===== src/rtl/bus_arb_pkg.sv =====
// Shared encodings for the two-master sys_bus arbiter: FSM states, grant_id codes
// and the read word returned on a forced timeout abort.
package bus_arb_pkg;

    typedef enum logic [1:0] {
        IDLE = 2'd0,
        GNT0 = 2'd1,
        GNT1 = 2'd2
    } state_e;

    localparam logic [1:0]  GRANT_NONE   = 2'b00;
    localparam logic [1:0]  GRANT_M0     = 2'b01;
    localparam logic [1:0]  GRANT_M1     = 2'b10;

    localparam logic [31:0] BUS_ERR_WORD = 32'hDEAD_BEEF;

endpackage


===== src/rtl/rr_pick2.sv =====
// Two-input round-robin picker: a lone requester wins, and on a tie the requester
// that was not granted last wins. Output is one-hot, or zero when nobody asks.
module rr_pick2 (
    input  logic [1:0] i_req,
    input  logic       i_last,
    output logic [1:0] o_pick
);

    always_comb begin
        // NOTE: every always_comb output gets a default first so no path can infer a latch.
        o_pick = 2'b00;
        case (i_req)
            2'b01:   o_pick = 2'b01;
            2'b10:   o_pick = 2'b10;
            2'b11:   o_pick = i_last ? 2'b01 : 2'b10;
            default: o_pick = 2'b00;
        endcase
    end

endmodule


===== src/rtl/bus_arbiter.sv =====
// Round-robin arbiter between the CPU port (M0) and a secondary master (M1) in front
// of sys_bus. Define BUS_TIMEOUT_EN to abort transfers stalled for TIMEOUT_CYCLES.
module bus_arbiter
    import bus_arb_pkg::*;
#(
    parameter int TIMEOUT_CYCLES = 255
) (
    input  logic        clk,
    input  logic        rst_n,

    input  logic [31:0] m0_addr,
    input  logic        m0_valid,
    input  logic [31:0] m0_wdata,
    input  logic [3:0]  m0_wmask,
    input  logic        m0_wen,
    output logic [31:0] m0_rdata,
    output logic        m0_ready,

    input  logic [31:0] m1_addr,
    input  logic        m1_valid,
    input  logic [31:0] m1_wdata,
    input  logic [3:0]  m1_wmask,
    input  logic        m1_wen,
    output logic [31:0] m1_rdata,
    output logic        m1_ready,

    output logic [31:0] s_addr,
    output logic [31:0] s_wdata,
    output logic [3:0]  s_wmask,
    output logic        s_wen,
    output logic        s_valid,
    input  logic [31:0] s_rdata,
    input  logic        s_ready,

    output logic [1:0]  grant_id,
    output logic        bus_err
);

    state_e      r_state;
    state_e      w_state_nxt;
    logic        r_last_grant;   // 0 = M0 was served last, 1 = M1
    logic        w_in_gnt;
    logic        w_sel;
    logic        w_mx_valid;
    logic        w_done;
    logic        w_tmo;
    logic        w_pick_last;
    logic [1:0]  w_pick;
    logic        w_ready;
    logic [31:0] w_rdata;

    assign w_in_gnt   = (r_state == GNT0) || (r_state == GNT1);
    assign w_sel      = (r_state == GNT1);
    assign w_mx_valid = w_sel ? m1_valid : m0_valid;
    assign w_done     = s_valid && s_ready;

    // On completion the current owner counts as "last", so a waiting peer takes over.
    assign w_pick_last = w_in_gnt ? w_sel : r_last_grant;

    rr_pick2 u_pick (
        .i_req  ({m1_valid, m0_valid}),
        .i_last (w_pick_last),
        .o_pick (w_pick)
    );

    always_comb begin
        w_state_nxt = r_state;
        case (r_state)
            IDLE: begin
                if (w_pick[0])      w_state_nxt = GNT0;
                else if (w_pick[1]) w_state_nxt = GNT1;
            end
            GNT0, GNT1: begin
                if (w_tmo)            w_state_nxt = IDLE;
                else if (w_done)      w_state_nxt = w_pick[1] ? GNT1 : GNT0;
                else if (!w_mx_valid) w_state_nxt = IDLE;
            end
            default: w_state_nxt = IDLE;
        endcase
    end

    always_comb begin
        s_addr   = '0;
        s_wdata  = '0;
        s_wmask  = '0;
        s_wen    = 1'b0;
        s_valid  = 1'b0;
        grant_id = GRANT_NONE;
        w_ready  = 1'b0;
        w_rdata  = '0;
        m0_ready = 1'b0;
        m0_rdata = '0;
        m1_ready = 1'b0;
        m1_rdata = '0;
        if (w_in_gnt) begin
            s_valid  = w_mx_valid && !w_tmo;
            s_addr   = w_sel ? m1_addr  : m0_addr;
            s_wdata  = w_sel ? m1_wdata : m0_wdata;
            s_wmask  = w_sel ? m1_wmask : m0_wmask;
            s_wen    = (w_sel ? m1_wen : m0_wen) && w_mx_valid && !w_tmo;
            grant_id = w_sel ? GRANT_M1 : GRANT_M0;
            w_ready  = (s_ready && w_mx_valid) || w_tmo;
            w_rdata  = w_tmo ? BUS_ERR_WORD : s_rdata;
            if (w_sel) begin
                m1_ready = w_ready;
                m1_rdata = w_rdata;
            end else begin
                m0_ready = w_ready;
                m0_rdata = w_rdata;
            end
        end
    end

    always_ff @(posedge clk or negedge rst_n) begin
        if (!rst_n) begin
            r_state      <= IDLE;
            r_last_grant <= 1'b1;
        end else begin
            // NOTE: sequential state uses non-blocking assignments so every register
            // samples pre-edge values regardless of statement order.
            r_state <= w_state_nxt;
            if (w_done || w_tmo) r_last_grant <= w_sel;
        end
    end

`ifdef BUS_TIMEOUT_EN
    localparam int CNT_W = $clog2(TIMEOUT_CYCLES + 1);

    logic [CNT_W-1:0] r_cnt;

    always_ff @(posedge clk or negedge rst_n) begin
        if (!rst_n) begin
            r_cnt <= '0;
        end else if (w_done || w_tmo || (w_state_nxt != r_state)) begin
            r_cnt <= '0;
        end else if (w_in_gnt && s_valid && !s_ready) begin
            r_cnt <= r_cnt + CNT_W'(1);
        end
    end

    assign w_tmo = w_in_gnt && w_mx_valid && (r_cnt == CNT_W'(TIMEOUT_CYCLES));
`else
    logic w_unused_cfg;

    assign w_tmo        = 1'b0;
    assign w_unused_cfg = ^TIMEOUT_CYCLES;
`endif

    assign bus_err = w_tmo;

endmodule


===== config.mk =====
export PLATFORM = sky130hd
export DESIGN_NAME = bus_arbiter
export DESIGN_NICKNAME = d
export VERILOG_FILES = /design/src/rtl/bus_arb_pkg.sv /design/src/rtl/rr_pick2.sv /design/src/rtl/bus_arbiter.sv
export SDC_FILE = /design/constraint.sdc
export NUM_CORES = 1
export LEC_CHECK = 0
export BUFFER_PORTS_ARGS = -buffer_cell sky130_fd_sc_hd__buf_2
export CAP_MARGIN = 20
export CORE_AREA = 10 10 114 116
export CTS_CLUSTER_DIAMETER = 150
export DETAILED_ROUTE_END_ITERATION = 10
export DIE_AREA = 0 0 124 126
export GPL_ROUTABILITY_DRIVEN = 0
export SLEW_MARGIN = 20
export SYNTH_ARGS = -nofsm -noshare
export SYNTH_HDL_FRONTEND = slang
export SYNTH_SLANG_ARGS = --single-unit
export TNS_END_PERCENT = 10

===== constraint.sdc =====
create_clock -name clk -period 2.41 [get_ports clk]
set_input_delay 0.482 -clock clk [delete_from_list [all_inputs] [get_ports clk]]
set_output_delay 0.482 -clock clk [all_outputs]
set_load 0.01 [all_outputs]

# Word-level counts from Yosys, hierarchy flattened
# Index checks and enable logic that the tools add are counted.
op_classes:
  n_eq_ne: 7
  mux: 29
  reduce_logical: 7
op_table:
  columns: ["cell", "n"]
  rows:
  - ["$mux W32", 8]
  - ["$mux W2", 8]
  - ["$mux W1", 9]
  - ["$mux W4", 2]
  - ["$eq A2 B2 Y1 const B", 3]
  - ["$pmux W2 S3", 1]
  - ["$eq A2 B1 Y1 const B", 2]
  - ["$pmux W2 S2", 1]
  - ["$logic_and A1 B1 Y1", 3]
  - ["$ne A3 B2 Y1 const B", 1]
  - ["$ne A3 B3 Y1 const B", 1]
  - ["$logic_not A2 Y1", 1]
  - ["$reduce_and A2 Y1", 1]
  - ["$reduce_or A2 Y1", 1]
  - ["$logic_or A1 B1 Y1", 1]
totals:
  reg_bits: 3
  output_inout_bits: 139
  elab_cells: 45

# Longest topological paths before layout
# Gate-level depths: netlist (run 1).
logic_depth:
  depth_word: 8
  ltp_mapped: 8
  depth_no_buf: 6

# By module
# A second synthesis (run 1) with hierarchy kept.
unflattened:
  hier_cells: 259
  hier_area_um2: 1943.1
by_module_without_submodules:
  columns: ["module", "instances", "cells_per_inst", "area_per_inst_um2", "seq_area_each_um2"]
  rows:
  - ["bus_arbiter", 1, 256, 1924.3, 76.3]
  - ["rr_pick2", 1, 3, 18.8, 0.0]

# Worst setup path before layout (run 1)
# OpenSTA, ideal clock, no wires.
synth_timing:
  path_type: "flip-flop to output port"
  startpoint: "register r_state[0]"
  endpoint: "output port s_wen"
  arrival_ns: 1.527
  t_required_ns: 1.928
  path_slack_ns: 0.401
  path_stages_with_launch: 7
  n_path_buf: 2
  path_cell_list: "dfrtp_1 -> inv_1 -> ha_1 -> buf_2 -> buf_2 -> nor2b_1 -> nor2b_1"
synth_via:
  elab_chain_cells: 4
  word_cells_on_any_way: 7
  cone_classes: "eq/ne (2); mux (3); reduce/logical (2)"
synth_lines:
  columns: ["item", "line", "source"]
  rows:
  - ["start: declaration", "bus_arbiter.sv:39", "state_e r_state;"]
  - ["start signal: assignment", "bus_arbiter.sv:121", "r_state <= w_state_nxt;"]
  - ["$eq A2 B2 Y1", "bus_arbiter.sv:52, bus_arbiter.sv:53", null]
  - ["$mux W1 (on tied branches)", "bus_arbiter.sv:100, bus_arbiter.sv:54", null]
  - ["$logic_and A1 B1 Y1", "bus_arbiter.sv:100", "s_wen = (w_sel ? m1_wen : m0_wen) && w_mx_valid && !w_tmo;"]
  - ["$mux W1 *", "bus_arbiter.sv:95", "if (w_in_gnt) begin"]
  - ["end: declaration", "bus_arbiter.sv:30", "output logic s_wen,"]
# Every way passes the cells marked *; elsewhere a longest branch is shown, timed or not.

# Worst setup path in the final report (run 1)
layout_timing:
  startpoint: "register r_state[0]"
  endpoint: "output port s_wdata[28]"
layout_via:
  elab_chain_cells: 3
  word_cells_on_any_way: 5
  cone_classes: "eq/ne (2); mux (2); reduce/logical (1)"
layout_lines:
  columns: ["item", "line", "source"]
  rows:
  - ["$eq A2 B2 Y1 or $eq A2 B1 Y1 (tied branches)", "bus_arbiter.sv:52, bus_arbiter.sv:53", null]
  - ["$mux W32 or $logic_or A1 B1 Y1 (tied branches)", "bus_arbiter.sv:98, bus_arbiter.sv:52", null]
  - ["$mux W32 *", "bus_arbiter.sv:95", null]
  - ["end: declaration", "bus_arbiter.sv:28", "output logic [31:0] s_wdata,"]
# Marked as above.

==> results.yml, run 1 <==
clock_tree:
  root_buffer: "clkbuf_8"
  cts_max_path_buffers: 2
  clock_latency_ns: 0.22
  htree_levels: 1
  cts_buffers: 3
  clkSlewWorstSetupHoldPaths_ns: 0.03
  cts_tree: "done"
  cts_sinks: 3
  hold_buffers: 0
logic_synthesis:
  synth_xor_area_frac: 0.00888
  synth.area.mux_share: 0.355
  yosysWarnings: 0
  synth_top_family_by_area: "simple AND/OR/NAND/NOR gates"
  avgSynthCellArea_sq_um: 7.56
  synthDistinctLibCells: 24
  syn-cell-area_sq_um: 1970
  synth_compound_area_frac: 0.0330
  synthAdderAreaFrac: 0.0254
  synth-simple-area-share: 0.457
  syn_nets: 440
  synthCells: 261
  ys_ff_latch: 3
  yosysSeqAreaShare: 0.0387
sta:
  skew_ns: 0.000984
  fin_crit_sh: 0.955
  fin_ws_ns: 0.110
  setup_viol: 0
  fin_setup_tns_ns: 0
  final.min_clock_period_ns: 2.30
  slew_violations: 0
  max_freq_ghz: 0.435
  hold_violations: 0
critical_path:
  crit_slowest_cell: "dfrtp_1"
  start_kind: "register"
  slowest_delay_ns: 0.40
  cp_top_family: "buffers and inverters"
  endpoint_kind: "output port"
  cp_max_fo: 41
  rr_endpoint: "r_state[0]"
  worstSetupPathType: "register to output port"
  path_cells: "inv_1, ha_4, buf_16, mux2i_1, nor2b_1, buf_2"
  cp_num_buf_inv: 3
  r2r_cells: 8
  reg2reg_slack_ns: 0.50
  r2r_start: "r_state[0]"
  worstPathRequired_ns: 1.93
  worstPathArrival_ns: 1.82
cells_and_area:
  area_delta_synth_final_pct: 90.5
  diodes: 0
  final_cell_mix: "312 x buf_2, 70 x mux2i_1, 70 x nor2b_1"
  layout_commonest_cell: "buf_2"
  drive_above_1_share: 0.587
  nets: 742
  postLayoutCoreUtil: 0.351
  fillers: 1110
run_status:
  status: "finished, final reports clean"
global_route:
  grt_pass1_vias: 3102
  track_usage: 0.128
  grt_max_degree: 68
  grt_pass1_wl_um: 16300
  grt-ovfl-total: 0
  antenna_found_initial: 2
drt:
  drtIter0Drc: 38
  postRouteAntennaNets: 0
  dr_total_vias: 2883
  dr.pass1.iters: 4
  viasPerCell: 4.11
  drcViolationCount: 0
  routed_wirelength_um: 11500
  post_drt_wl_per_cell_um: 16.4
power:
  p_per_area_nw_per_um2: 1140
  power.leakage_nw: 2.23
  vdd_drop_max_mv: 0.495
floorplan:
  coreArea_sq_um: 10700
  io_pins: 314
  die_area_sq_um: 15600
  initial_utilization: 0.184
  die-width_um: 124
  die-height_um: 126
  row_count: 38
min_path:
  min-delay-path-class: "input pin to async pin"
place:
  port_buffers: 312
  hpwl_um: 10300
  place_ws_ns: 0.251
job:
  maxCapViolCount: 0
## timing repair
item | in CTS | in global routing
setup buffers | 0 | 5
gates resized for setup | 0 | 3
endpoints found under the setup margin | 0 | 70
## worst max path at each step
| stage | start | end | slack, ns | cells after the start |
|---|---|---|---|---|
| 2_1_floorplan | r_state[0] | s_wen | 0.40 | 6 |
| 3_3_place_gp | r_state[0] | s_wdata[19] | 0.30 | 6 |
| 3_5_place_dp | r_state[1] | m0_rdata[10] | 0.25 | 6 |
| 4_1_cts | r_state[1] | m0_rdata[10] | 0.02 | 6 |
| 5_1_grt | r_state[0] | s_wdata[29] | -0.01 | 6 |
| 6_report | r_state[0] | s_wdata[28] | 0.11 | 6 |
## kinds of logic after synthesis
kind of cell / after synthesis
mux: 70
fa+ha+maj: 4
simple gates: 145
other cells: 1
compound gates: 8
flops: 3
xor+xnor: 2
buf+inv: 28
## per-layer routing
layer / vias up / GRT usage / share of wire / routed length, um
met3: 9 / 0.0679 / 0.16 / 1850
met5: - / 0 / 0.0024 / 27
met2: 189 / 0.249 / 0.52 / 5910
met4: 4 / 0.0163 / 0.0047 / 54
met1: 1233 / 0.115 / 0.32 / 3630
li1: 1448 / - / - / -
## cell usage after synthesis, drive strengths merged
library cell	n	area, sq um
clkbuf	12	45.0
inv	3	11.3
xor2	2	17.5
conb	1	3.75
and2	65	407
ha	4	50.1
dfrtp	2	50.1
a21oi	1	5.00
nor2	5	18.8
o32ai	1	8.76
mux2i	70	701
nand3	1	5.00
a31o	1	8.76
and3	2	12.5
a2bb2oi	1	15.0
dfstp	1	26.3
o21ai	2	10.0
a22o	2	17.5
nor2b	71	452
nand2b	1	6.26
buf	13	101
## stage by stage
step | cell area, sq um | hold slack [ns] | power, mW | std cells
after floorplan | 1970 | 0.186 | 2.62 | 261
after global placement | 3650 | 0.279 | 4.05 | 693
after detailed placement | 3650 | 0.285 | 4.13 | 693
after CTS | 3700 | 0.0572 | 4.29 | 697
after global routing | 3760 | 0.0636 | 4.69 | 702
final | 3760 | 0.0547 | 4.29 | 702
## registers in the layout (all words and copies together), names as in the netlist
| signal | count |
|---|---|
| r_last_grant | 1 |
| r_state | 2 |
## cell type report
class,count,area (sq um),area share
Sequential cell,3,76.3,0.0203
Inverter,3,11.3,0.00300
Multi-Input combinational cell,230,1760,0.469
Clock buffer,4,45.0,0.0120
Timing Repair Buffer,322,1690,0.449
Tap cell,140,175,0.0466
## where the power goes
group          leakage, nW  switching [mW]  total, mW  internal [mW]
combinational         2.17            2.09       4.05           1.96
sequential          0.0358          0.0218     0.0934         0.0716
clock               0.0228          0.0346      0.148          0.113
(Power assumes the default switching activity.)
==> inputs of run 2 (changes only) <==
--- a/config.mk
+++ b/config.mk
@@ -7,10 +7,10 @@
 export LEC_CHECK = 0
 export BUFFER_PORTS_ARGS = -buffer_cell sky130_fd_sc_hd__buf_2
 export CAP_MARGIN = 20
-export CORE_AREA = 10 10 114 116
+export CORE_AREA = 10 10 113 115
 export CTS_CLUSTER_DIAMETER = 150
 export DETAILED_ROUTE_END_ITERATION = 10
-export DIE_AREA = 0 0 124 126
+export DIE_AREA = 0 0 123 125
 export GPL_ROUTABILITY_DRIVEN = 0
 export SLEW_MARGIN = 20
 export SYNTH_ARGS = -nofsm -noshare
==> run 2 against run 1 <==
Against the previous run:
- die area shrank 1.6%
- count of clock-buffer cells in the layout is the same
- non-clock buffer count shrank 2
- clock power is essentially flat
- final cell count shrank 0.14%
- sequential cell count is the same
- clock skew shrank 0.00061 ns
- critical path type unchanged
- highest routed layer is now met4
==> results.yml, run 2 (synthesized netlist as in run 1, its figures left out) <==
critical_path:
  worstSetupPathType: "register to output port"
  r2r_start: "r_state[0]"
  endpoint_kind: "output port"
  worstPathArrival_ns: 1.80
  crit_start: "r_state[0]"
  worstPathRequired_ns: 1.93
  cp_max_fo: 34
  r2r_cells: 7
  start_kind: "register"
cells_and_area:
  nets: 740
  fillers: 1106
  final_cell_mix: "312 x buf_2, 70 x mux2i_1, 70 x nor2b_1"
  area_delta_synth_final_pct: 89.8
  largest_reg_flops: 2
  top_register: "r_state"
  drive_above_1_share: 0.588
  layout_commonest_cell: "buf_2"
  top_regs: "r_state x2, r_last_grant x1"
  fin_area_sq_um: 3740
  postLayoutCoreUtil: 0.353
sta:
  fin_setup_tns_ns: 0
  fin_ws_ns: 0.130
  max_freq_ghz: 0.439
  slew_violations: 0
  rsz0062_at_grt: "false"
  final.min_clock_period_ns: 2.28
  hold_violations: 0
  skew_ns: 0.000373
  setup_viol: 0
  fin_crit_sh: 0.946
drt:
  postRouteAntennaNets: 0
  dr.pass1.iters: 4
  routed_wirelength_um: 11400
  viasPerCell: 4.16
  dr_total_vias: 2917
  post_drt_wl_per_cell_um: 16.3
  drtIter0Drc: 50
  drcViolationCount: 0
global_route:
  grt_pass1_wl_um: 16300
  track_usage: 0.129
  antenna_found_initial: 0
  grt_pass1_vias: 3089
  grt_max_degree: 54
  grt-ovfl-total: 0
place:
  hpwl_um: 10100
  placed_area_sq_um: 3690
  port_buffers: 312
  place_ws_ns: 0.272
power:
  p_per_area_nw_per_um2: 1150
  vdd_drop_max_mv: 0.658
  power_mw: 4.30
  power.leakage_nw: 2.22
floorplan:
  die_area_sq_um: 15400
  die-width_um: 123
  initial_utilization: 0.186
  die-height_um: 125
  coreArea_sq_um: 10600
  row_count: 38
  io_pins: 314
clock_tree:
  postCtsSetupBuffers: 0
  clkSlewWorstSetupHoldPaths_ns: 0.03
  cts_max_path_buffers: 2
  clock_latency_ns: 0.22
  htree_levels: 1
  cts_buffers: 3
  hold_buffers: 0
  root_buffer: "clkbuf_8"
  cts_sinks: 3
  cts_resized: 0
  cts_tree: "done"
run_status:
  status: "finished, final reports clean"
job:
  maxCapViolCount: 0
min_path:
  min-delay-path-class: "input pin to async pin"
[run 2: final timing paths]
path	endpoint	slack [ns]
worst min-delay path	r_state[0]	0.06
max in group asynchronous	r_last_grant	2.16
worst min register to register	r_last_grant	0.52
min in group clk	r_last_grant	0.52
worst max-delay path	m0_rdata[9]	0.13
worst max register to register	r_state[0]	0.51
[run 2: stage by stage]
stage	std cells	hold slack [ns]
finish	701	0.0565
CTS	700	0.0557
floorplan	261	0.186
global route	700	0.0552
detailed placement	696	0.284
global placement	696	0.281
[run 2: final cells by class]
cell class,count,area (sq um),area share
multi-input cells,230,1750,0.468
repair buffers,320,1680,0.449
well taps,140,175,0.0468
flip-flops and latches,3,77.6,0.0207
clock buffers,4,45.0,0.0120
inverters,3,11.3,0.00301
diodes,1,2.50,0.000668
[run 2: worst max-delay path, stage by stage (launching register included)]
cell,delay [ns]
dfrtp_1,0.38
inv_1,0.11
ha_2,0.38
nor2b_4,0.15
buf_6,0.21
and2_1,0.19
buf_2,0.15
[run 2: report_power, final]
group,internal (mW),switching (mW)
clock,0.113,0.0341
sequential,0.0733,0.0231
combinational,1.94,2.11
total,2.13,2.17
[run 2: per-layer routing]
| layer | up-vias | track usage | share of wire |
|---|---|---|---|
| li1 | 1448 | - | - |
| met1 | 1266 | 0.118 | 0.32 |
| met2 | 193 | 0.245 | 0.51 |
| met3 | 10 | 0.0666 | 0.16 |
| met4 | 0 | 0.0308 | 0.013 |
| met5 | - | 0 | 0 |
